**config.mk**
```make
export PLATFORM = sky130hd
export DESIGN_NAME = bus_interconnect_flat
export DESIGN_NICKNAME = d
export VERILOG_FILES = /design/src/rtl/bus_interconnect_if.sv /design/src/rtl/bus_interconnect.sv /design/src/flat_wrapper.sv
export SDC_FILE = /design/constraint.sdc
export NUM_CORES = 2
export LEC_CHECK = 0
export ABC_CLOCK_PERIOD_IN_PS = 5510
export CORE_AREA = 5 5 617 619
export CTS_CLUSTER_DIAMETER = 100
export DETAILED_ROUTE_END_ITERATION = 6
export DIE_AREA = 0 0 622 624
export PLACE_DENSITY = 0.3
export SLEW_MARGIN = 15
export SYNTH_ARGS = -nofsm -noshare
export SYNTH_HDL_FRONTEND = slang
export SYNTH_SLANG_ARGS = --single-unit
```
**constraint.sdc**
```tcl
create_clock -name clk_i -period 5.51 [get_ports clk_i]
set_input_delay 1.102 -clock clk_i [delete_from_list [all_inputs] [get_ports clk_i]]
set_output_delay 1.102 -clock clk_i [all_outputs]
set_load 0.1 [all_outputs]
```
**src/rtl/bus_interconnect_if.sv**
```systemverilog
// bus_interconnect_if: master-side request/response and device-side strobe/response bundle.
// The slave modport is the interconnect's view; the master modport is the environment's view
// (masters driving requests and devices driving completions).
interface bus_interconnect_if #(
    parameter int ADDR_WIDTH = 32,
    parameter int DATA_WIDTH = 32,
    parameter int NUM_MASTER = 2,
    parameter int NUM_DEVICE = 14
);
    logic [NUM_MASTER-1:0]            master_req;
    logic [NUM_MASTER*ADDR_WIDTH-1:0] master_req_addr;
    logic [NUM_MASTER-1:0]            master_read_write;
    logic [NUM_MASTER*DATA_WIDTH-1:0] master_wdata;
    logic [NUM_MASTER*DATA_WIDTH-1:0] master_rdata;
    logic [NUM_MASTER-1:0]            master_gnt;
    logic [NUM_DEVICE*ADDR_WIDTH-1:0] device_addr;
    logic [NUM_DEVICE-1:0]            device_re;
    logic [NUM_DEVICE-1:0]            device_we;
    logic [NUM_DEVICE*DATA_WIDTH-1:0] device_rdata;
    logic [NUM_DEVICE*DATA_WIDTH-1:0] device_wdata;
    logic [NUM_DEVICE-1:0]            device_gnt;

    modport slave (
        input  master_req, master_req_addr, master_read_write, master_wdata, device_rdata, device_gnt,
        output master_rdata, master_gnt, device_addr, device_re, device_we, device_wdata
    );

    modport master (
        output master_req, master_req_addr, master_read_write, master_wdata, device_rdata, device_gnt,
        input  master_rdata, master_gnt, device_addr, device_re, device_we, device_wdata
    );
endinterface

```
**src/rtl/bus_interconnect.sv**
```systemverilog
// bus_interconnect: single-outstanding shared bus, NUM_MASTER masters to NUM_DEVICE windows at 0x3N00_0000.
// Optional macro BUS_RR_ARB_EN selects round-robin arbitration; otherwise fixed priority (master 0 highest).
module bus_interconnect #(
    parameter int ADDR_WIDTH = 32,
    parameter int DATA_WIDTH = 32,
    parameter int NUM_MASTER = 2,
    parameter int NUM_DEVICE = 14
) (
    input  logic                clk_i,
    input  logic                rst_i,
    bus_interconnect_if.slave   bus
);
    localparam int AW = ADDR_WIDTH;
    localparam int DW = DATA_WIDTH;
    localparam int MW = NUM_MASTER > 1 ? $clog2(NUM_MASTER) : 1;
    localparam logic [4:0] NDEV = 5'(NUM_DEVICE);

    typedef enum logic [1:0] {IDLE, ACCESS, RESP} state_t;

    state_t                   state_q, state_d;
    logic [MW-1:0]            owner_q, owner_d;
    logic [3:0]               dev_q, dev_d;
    logic [NUM_MASTER*DW-1:0] rdata_q, rdata_d;
    logic [NUM_MASTER-1:0]    gnt_q, gnt_d;
    logic [NUM_DEVICE-1:0]    re_q, re_d;
    logic [NUM_DEVICE-1:0]    we_q, we_d;
    logic [NUM_DEVICE*AW-1:0] daddr_q, daddr_d;
    logic [NUM_DEVICE*DW-1:0] dwdata_q, dwdata_d;

    logic [MW-1:0]            win;
    logic [AW-1:0]            win_addr;
    logic                     win_hit;

`ifdef BUS_RR_ARB_EN
    logic [MW-1:0]            last_q, last_d;

    // Round-robin pick: search starts just after the most recently served master.
    always_comb begin
        int   j;
        logic found;
        win   = '0;
        found = 1'b0;
        for (int i = 0; i < NUM_MASTER; i++) begin
            j = int'(last_q) + 1 + i;
            if (j >= NUM_MASTER) j = j - NUM_MASTER;
            if (!found && bus.master_req[j]) begin
                win   = MW'(j);
                found = 1'b1;
            end
        end
    end
`else
    // Fixed-priority pick: lowest requesting index wins.
    always_comb begin
        win = '0;
        for (int i = NUM_MASTER - 1; i >= 0; i--)
            if (bus.master_req[i]) win = MW'(i);
    end
`endif

    assign win_addr = bus.master_req_addr[win*AW +: AW];
    assign win_hit  = win_addr[31:28] == 4'h3 && {1'b0, win_addr[27:24]} < NDEV;

    // Next-state and next-output computation for the IDLE/ACCESS/RESP transaction sequence.
    always_comb begin
        state_d  = state_q;
        owner_d  = owner_q;
        dev_d    = dev_q;
        rdata_d  = rdata_q;
        gnt_d    = '0;
        re_d     = re_q;
        we_d     = we_q;
        daddr_d  = daddr_q;
        dwdata_d = dwdata_q;
`ifdef BUS_RR_ARB_EN
        last_d   = last_q;
`endif
        case (state_q)
            IDLE: if (|bus.master_req) begin
                owner_d = win;
`ifdef BUS_RR_ARB_EN
                last_d  = win;
`endif
                if (win_hit) begin
                    state_d                   = ACCESS;
                    dev_d                     = win_addr[27:24];
                    re_d[win_addr[27:24]]     = ~bus.master_read_write[win];
                    we_d[win_addr[27:24]]     = bus.master_read_write[win];
                    daddr_d[win_addr[27:24]*AW +: AW] = {8'h00, win_addr[23:0]};
                    dwdata_d[win_addr[27:24]*DW +: DW] = bus.master_wdata[win*DW +: DW];
                end else begin
                    state_d               = RESP;
                    rdata_d[win*DW +: DW] = '0;
                    gnt_d[win]            = 1'b1;
                end
            end
            ACCESS: if (bus.device_gnt[dev_q]) begin
                state_d                   = RESP;
                rdata_d[owner_q*DW +: DW] = bus.device_rdata[dev_q*DW +: DW];
                gnt_d[owner_q]            = 1'b1;
                re_d                      = '0;
                we_d                      = '0;
                daddr_d                   = '0;
                dwdata_d                  = '0;
            end
            default: state_d = IDLE;
        endcase
    end

    // State and registered outputs; asynchronous reset aborts any transaction in flight.
    always_ff @(posedge clk_i or negedge rst_i) begin
        if (!rst_i) begin
            state_q  <= IDLE;
            owner_q  <= '0;
            dev_q    <= '0;
            rdata_q  <= '0;
            gnt_q    <= '0;
            re_q     <= '0;
            we_q     <= '0;
            daddr_q  <= '0;
            dwdata_q <= '0;
`ifdef BUS_RR_ARB_EN
            last_q   <= MW'(NUM_MASTER - 1);
`endif
        end else begin
            state_q  <= state_d;
            owner_q  <= owner_d;
            dev_q    <= dev_d;
            rdata_q  <= rdata_d;
            gnt_q    <= gnt_d;
            re_q     <= re_d;
            we_q     <= we_d;
            daddr_q  <= daddr_d;
            dwdata_q <= dwdata_d;
`ifdef BUS_RR_ARB_EN
            last_q   <= last_d;
`endif
        end
    end

    assign bus.master_rdata = rdata_q;
    assign bus.master_gnt   = gnt_q;
    assign bus.device_re    = re_q;
    assign bus.device_we    = we_q;
    assign bus.device_addr  = daddr_q;
    assign bus.device_wdata = dwdata_q;
endmodule

```
**src/flat_wrapper.sv**
```systemverilog
// flat-port wrapper written by rule: the top's interface ports become plain ports
module bus_interconnect_flat 
#(
    parameter int ADDR_WIDTH = 32,
    parameter int DATA_WIDTH = 32,
    parameter int NUM_MASTER = 2,
    parameter int NUM_DEVICE = 14
)
  (clk_i, rst_i, bus_master_req, bus_master_req_addr, bus_master_read_write, bus_master_wdata, bus_device_rdata, bus_device_gnt, bus_master_rdata, bus_master_gnt, bus_device_addr, bus_device_re, bus_device_we, bus_device_wdata);
  bus_interconnect_if #(.ADDR_WIDTH(ADDR_WIDTH), .DATA_WIDTH(DATA_WIDTH), .NUM_MASTER(NUM_MASTER), .NUM_DEVICE(NUM_DEVICE)) bus_i ();
  input  logic clk_i;
  input  logic rst_i;
  input wire logic [$bits(bus_i.master_req)-1:0] bus_master_req;
  input wire logic [$bits(bus_i.master_req_addr)-1:0] bus_master_req_addr;
  input wire logic [$bits(bus_i.master_read_write)-1:0] bus_master_read_write;
  input wire logic [$bits(bus_i.master_wdata)-1:0] bus_master_wdata;
  input wire logic [$bits(bus_i.device_rdata)-1:0] bus_device_rdata;
  input wire logic [$bits(bus_i.device_gnt)-1:0] bus_device_gnt;
  output wire logic [$bits(bus_i.master_rdata)-1:0] bus_master_rdata;
  output wire logic [$bits(bus_i.master_gnt)-1:0] bus_master_gnt;
  output wire logic [$bits(bus_i.device_addr)-1:0] bus_device_addr;
  output wire logic [$bits(bus_i.device_re)-1:0] bus_device_re;
  output wire logic [$bits(bus_i.device_we)-1:0] bus_device_we;
  output wire logic [$bits(bus_i.device_wdata)-1:0] bus_device_wdata;
  assign bus_i.master_req = bus_master_req;
  assign bus_i.master_req_addr = bus_master_req_addr;
  assign bus_i.master_read_write = bus_master_read_write;
  assign bus_i.master_wdata = bus_master_wdata;
  assign bus_i.device_rdata = bus_device_rdata;
  assign bus_i.device_gnt = bus_device_gnt;
  assign bus_master_rdata = bus_i.master_rdata;
  assign bus_master_gnt = bus_i.master_gnt;
  assign bus_device_addr = bus_i.device_addr;
  assign bus_device_re = bus_i.device_re;
  assign bus_device_we = bus_i.device_we;
  assign bus_device_wdata = bus_i.device_wdata;
  bus_interconnect #(.ADDR_WIDTH(ADDR_WIDTH), .DATA_WIDTH(DATA_WIDTH), .NUM_MASTER(NUM_MASTER), .NUM_DEVICE(NUM_DEVICE)) u_core (.clk_i(clk_i), .rst_i(rst_i), .bus(bus_i));
endmodule
```
==> flow_summary_export.csv <==
group,metric,value,unit
floorplanning,floorplan.die.height,624,um
sta,period_share,77.5,%
setup_path,crit_required,6.21,ns
floorplanning,initial_core_util,10.2,%
synthesis,yosysWarnings,0,
synthesis,dominantRegCellSynth,"sky130_fd_sc_hd__dfrtp_1",
finish,layoutNonFillerInstCount,9533,
sta,finalWorstPathRequiredPeriod,4.27,ns
setup_path,reg2reg_depth,6,
finish,final_cell_area,63800,sq um
sta,slew-limit-headroom,21.3,%
job,drv_cap,0,
detailed_routing,wl_per_cell,31.3,um
global_routing,first_global_vias,35300,
detailed_routing,finalWirelength,299,mm
place,placed_cells,9311,
detailed_routing,ant_nets,0,
pwr,switching_part_of_the_total_power,57.4,%
sta,clock_skew,0.0534,ns
clock_tree,clk_pin_slew_worst_paths,0.06,ns
sta,timing.final.max_slew_violations,0,
setup_path,data_arrival_at_the_endpoint_of_the_critical_path,4.97,ns
setup_path,path_max_fanout,17,
synthesis,synthesis.instances,2952,
place,place_congestion,0.845,
sta,fin_ws,1.24,ns
synthesis,syn-cell-area,38200,sq um
place,dpl.hpwl,232,mm
global_routing,antenna_found_initial,50,
min_path,min_delay_worst_type,"in -> async",
sta,final.setup.tns,0,ns
synthesis,post_synth_num_cell_types,66,
status,status,"finished, final reports clean",
global_routing,wire_length_of_the_first_global_routing_pass,386,mm
sta,rsz0062_at_grt,"no",
pwr,clkPwrFrac,17.6,%
pwr,power_per_cell_area,727,nW/um^2
finish,number_of_nets_at_the_end_of_the_flow,5043,
clock_tree,clk_root_buffer_cell,"sky130_fd_sc_hd__clkbuf_16",
global_routing,grt_overflow,0,
pwr,share_comb_of_total_power,61.0,%
pwr,power.leakage,25.7,nW
sta,setup_violations,0,
place,io_port_bufs,1473,
detailed_routing,routed-via-count,33000,
sta,clock.fmax,0.234,GHz
clock_tree,clk_latency,0.83,ns
clock_tree,clock_sink_count,885,
clock_tree,h_tree_lvl_count,3,
floorplanning,die_w,622,um
pwr,power_share_of_the_sequential_group,21.4,%
pwr,power_switching,0.0266,W
finish,fill_cells,41200,
pwr,vdd_drop_max,0.403,mV
finish,layout_commonest_cell,"sky130_fd_sc_hd__clkdlybuf4s50_1",
clock_tree,max-clock-path-buffers,4,
finish,post_route_cells_drive_above_1_share,15.6,%
synthesis,synth_enable_flop_cells,0,
detailed_routing,vias_per_cell,3.46,
setup_path,type_of_the_worst_setup_path,"in -> reg",
clock_tree,post_cts_resized,0,
floorplanning,design.die.area,388000,sq um
pwr,intPower,0.0198,W
clock_tree,post_cts_buffers,0,
clock_tree,tritoncts,"built",
clock_tree,holdBufCountCts,0,
place,postPlaceCellArea,59800,sq um
synthesis,netlist.top_cell.by_area,"sky130_fd_sc_hd__dfrtp_1",
synthesis,async_flop_share,100,%
floorplanning,ioPinCount,1586,
synthesis,postSynthRegisterBits,885,
synthesis,synthesis.area_per_instance,12.9,sq um
detailed_routing,first_pass_iters,5,
synthesis,synth_area_leaders,"sky130_fd_sc_hd__dfrtp_1, sky130_fd_sc_hd__o2bb2ai_1, sky130_fd_sc_hd__a22o_1",
synthesis,synth.yosys.seq_area_share,57.9,%
synthesis,synth_top_area_share,57.9,%
global_routing,grt_usage,14.7,%
clock_tree,numCtsBuffers,123,
place,pre_cts_slack,0.249,ns
detailed_routing,drt_iter0_markers,1719,
floorplanning,row_count,225,
sta,tightestPinTransition,1.18,ns
finish,layout_common_cells,"sky130_fd_sc_hd__clkdlybuf4s50_1, sky130_fd_sc_hd__dfrtp_1, sky130_fd_sc_hd__o2bb2ai_1",
sta,hold_viol_final,0,
setup_path,crit_path_end_kind,"flip-flop",
global_routing,grt_max_degree,124,
detailed_routing,drt_drc_violations_left,0,
floorplanning,core_area,374000,sq um
finish,flow.area_growth_from_synthesis,67.0,%
setup_path,setup.worst_path.start_class,"input port",
[layer usage]
layer | GRT usage, % | share of wire [%] | vias up
met5 | 0 | 0.011 | -
met4 | 3.39 | 2.4 | 6
met3 | 4.39 | 6.8 | 267
met2 | 28.8 | 55 | 1228
met1 | 15.2 | 36 | 17500
li1 | - | - | 14000
[kinds of logic after synthesis]
logic type | synth area share [%]
AOI/OAI and AO/OA | 20.7
DFF | 57.9
buffers and inverters | 5.87
and+or+nand+nor | 4.46
muxes | 10.8
adders and majority gates | 0.164
other | 0.00981
[Yosys cell counts (19+ instances only)]
cell,instances
sky130_fd_sc_hd__dfrtp_1,885
sky130_fd_sc_hd__o2bb2ai_1,416
sky130_fd_sc_hd__a22o_1,349
sky130_fd_sc_hd__mux2i_1,193
sky130_fd_sc_hd__nand2_1,149
sky130_fd_sc_hd__nor2_1,126
sky130_fd_sc_hd__buf_2,123
sky130_fd_sc_hd__buf_4,123
sky130_fd_sc_hd__clkbuf_1,111
sky130_fd_sc_hd__mux4_2,79
sky130_fd_sc_hd__a21oi_1,47
sky130_fd_sc_hd__buf_1,35
sky130_fd_sc_hd__o21ai_0,34
sky130_fd_sc_hd__or2_2,33
sky130_fd_sc_hd__nand3_1,25
sky130_fd_sc_hd__inv_1,20
sky130_fd_sc_hd__o22ai_1,19
[power groups by stage]
| stage | clock network [W] | logic [W] | registers [W] |
|---|---|---|---|
| 3_5_place_dp | 0 | 0.0289 | 0.0100 |
| 4_1_cts | 0.00849 | 0.0290 | 0.00999 |
| 3_3_place_gp | 0 | 0.0289 | 0.0101 |
| 2_1_floorplan | 0 | 0.00500 | 0.0239 |
| 6_report | 0.00817 | 0.0283 | 0.00995 |
| 5_1_grt | 0.00868 | 0.0292 | 0.0102 |
[critical path, cell delays in order]
cell and delay [ns]:
sky130_fd_sc_hd__clkdlybuf4s50_1 0.48, sky130_fd_sc_hd__nand2b_1 0.35, sky130_fd_sc_hd__mux2i_4 0.31, sky130_fd_sc_hd__ha_1 0.33, sky130_fd_sc_hd__nand2_1 0.10, sky130_fd_sc_hd__mux2i_1 0.43
sky130_fd_sc_hd__o21ai_1 0.29, sky130_fd_sc_hd__o21ai_0 0.40, sky130_fd_sc_hd__nand3_4 0.50, sky130_fd_sc_hd__buf_12 0.37, sky130_fd_sc_hd__a22o_1 0.23
[layout make-up]
| class | count | area, sq um | area share (%) |
|---|---|---|---|
| diodes | 4 | 10.0 | 0.0157 |
| clock inverters | 40 | 488 | 0.764 |
| repair buffers | 1653 | 16300 | 25.6 |
| well taps | 4994 | 6250 | 9.79 |
| multi-input cells | 1758 | 15000 | 23.4 |
| inverters | 21 | 78.8 | 0.123 |
| flip-flops and latches | 885 | 22200 | 34.7 |
| clock buffers | 178 | 3580 | 5.60 |
[per-stage QoR]
| step | power [W] | hold slack (ns) | utilization (%) |
|---|---|---|---|
| global placement | 0.0390 | 0.470 | 16.0 |
| global route | 0.0481 | 0.274 | 17.1 |
| detailed placement | 0.0389 | 0.472 | 16.0 |
| CTS | 0.0474 | 0.235 | 17.0 |
| finish | 0.0464 | 0.285 | 17.1 |
| floorplan | 0.0289 | 0.505 | - |
[flip-flops by register name, summed over array words and instances (netlist names)]
signal	flops
u_core.bus.device_wdata	448
u_core.state_q	2
u_core.bus.master_rdata	64
u_core.dev_q	4
u_core.bus.device_re	14
u_core.bus.device_we	14
u_core.owner_q	1
u_core.bus.device_addr	336
u_core.bus.master_gnt	2
[worst paths after layout]
check                                                 start                      endpoint  slack, ns
worst max-delay path                      bus_master_req[0]   u_core.bus.device_addr[304]       1.24
worst min-delay path                                  rst_i  u_core.bus.device_wdata[217]       0.29
worst max register to register              u_core.dev_q[0]   u_core.bus.master_rdata[56]       1.98
worst min register to register  u_core.bus.device_wdata[28]   u_core.bus.device_wdata[28]       0.48
max in group asynchronous                             rst_i  u_core.bus.device_wdata[378]       3.76
min in group clk_i              u_core.bus.device_wdata[28]   u_core.bus.device_wdata[28]       0.48
Power figures use the tool's default switching activity.
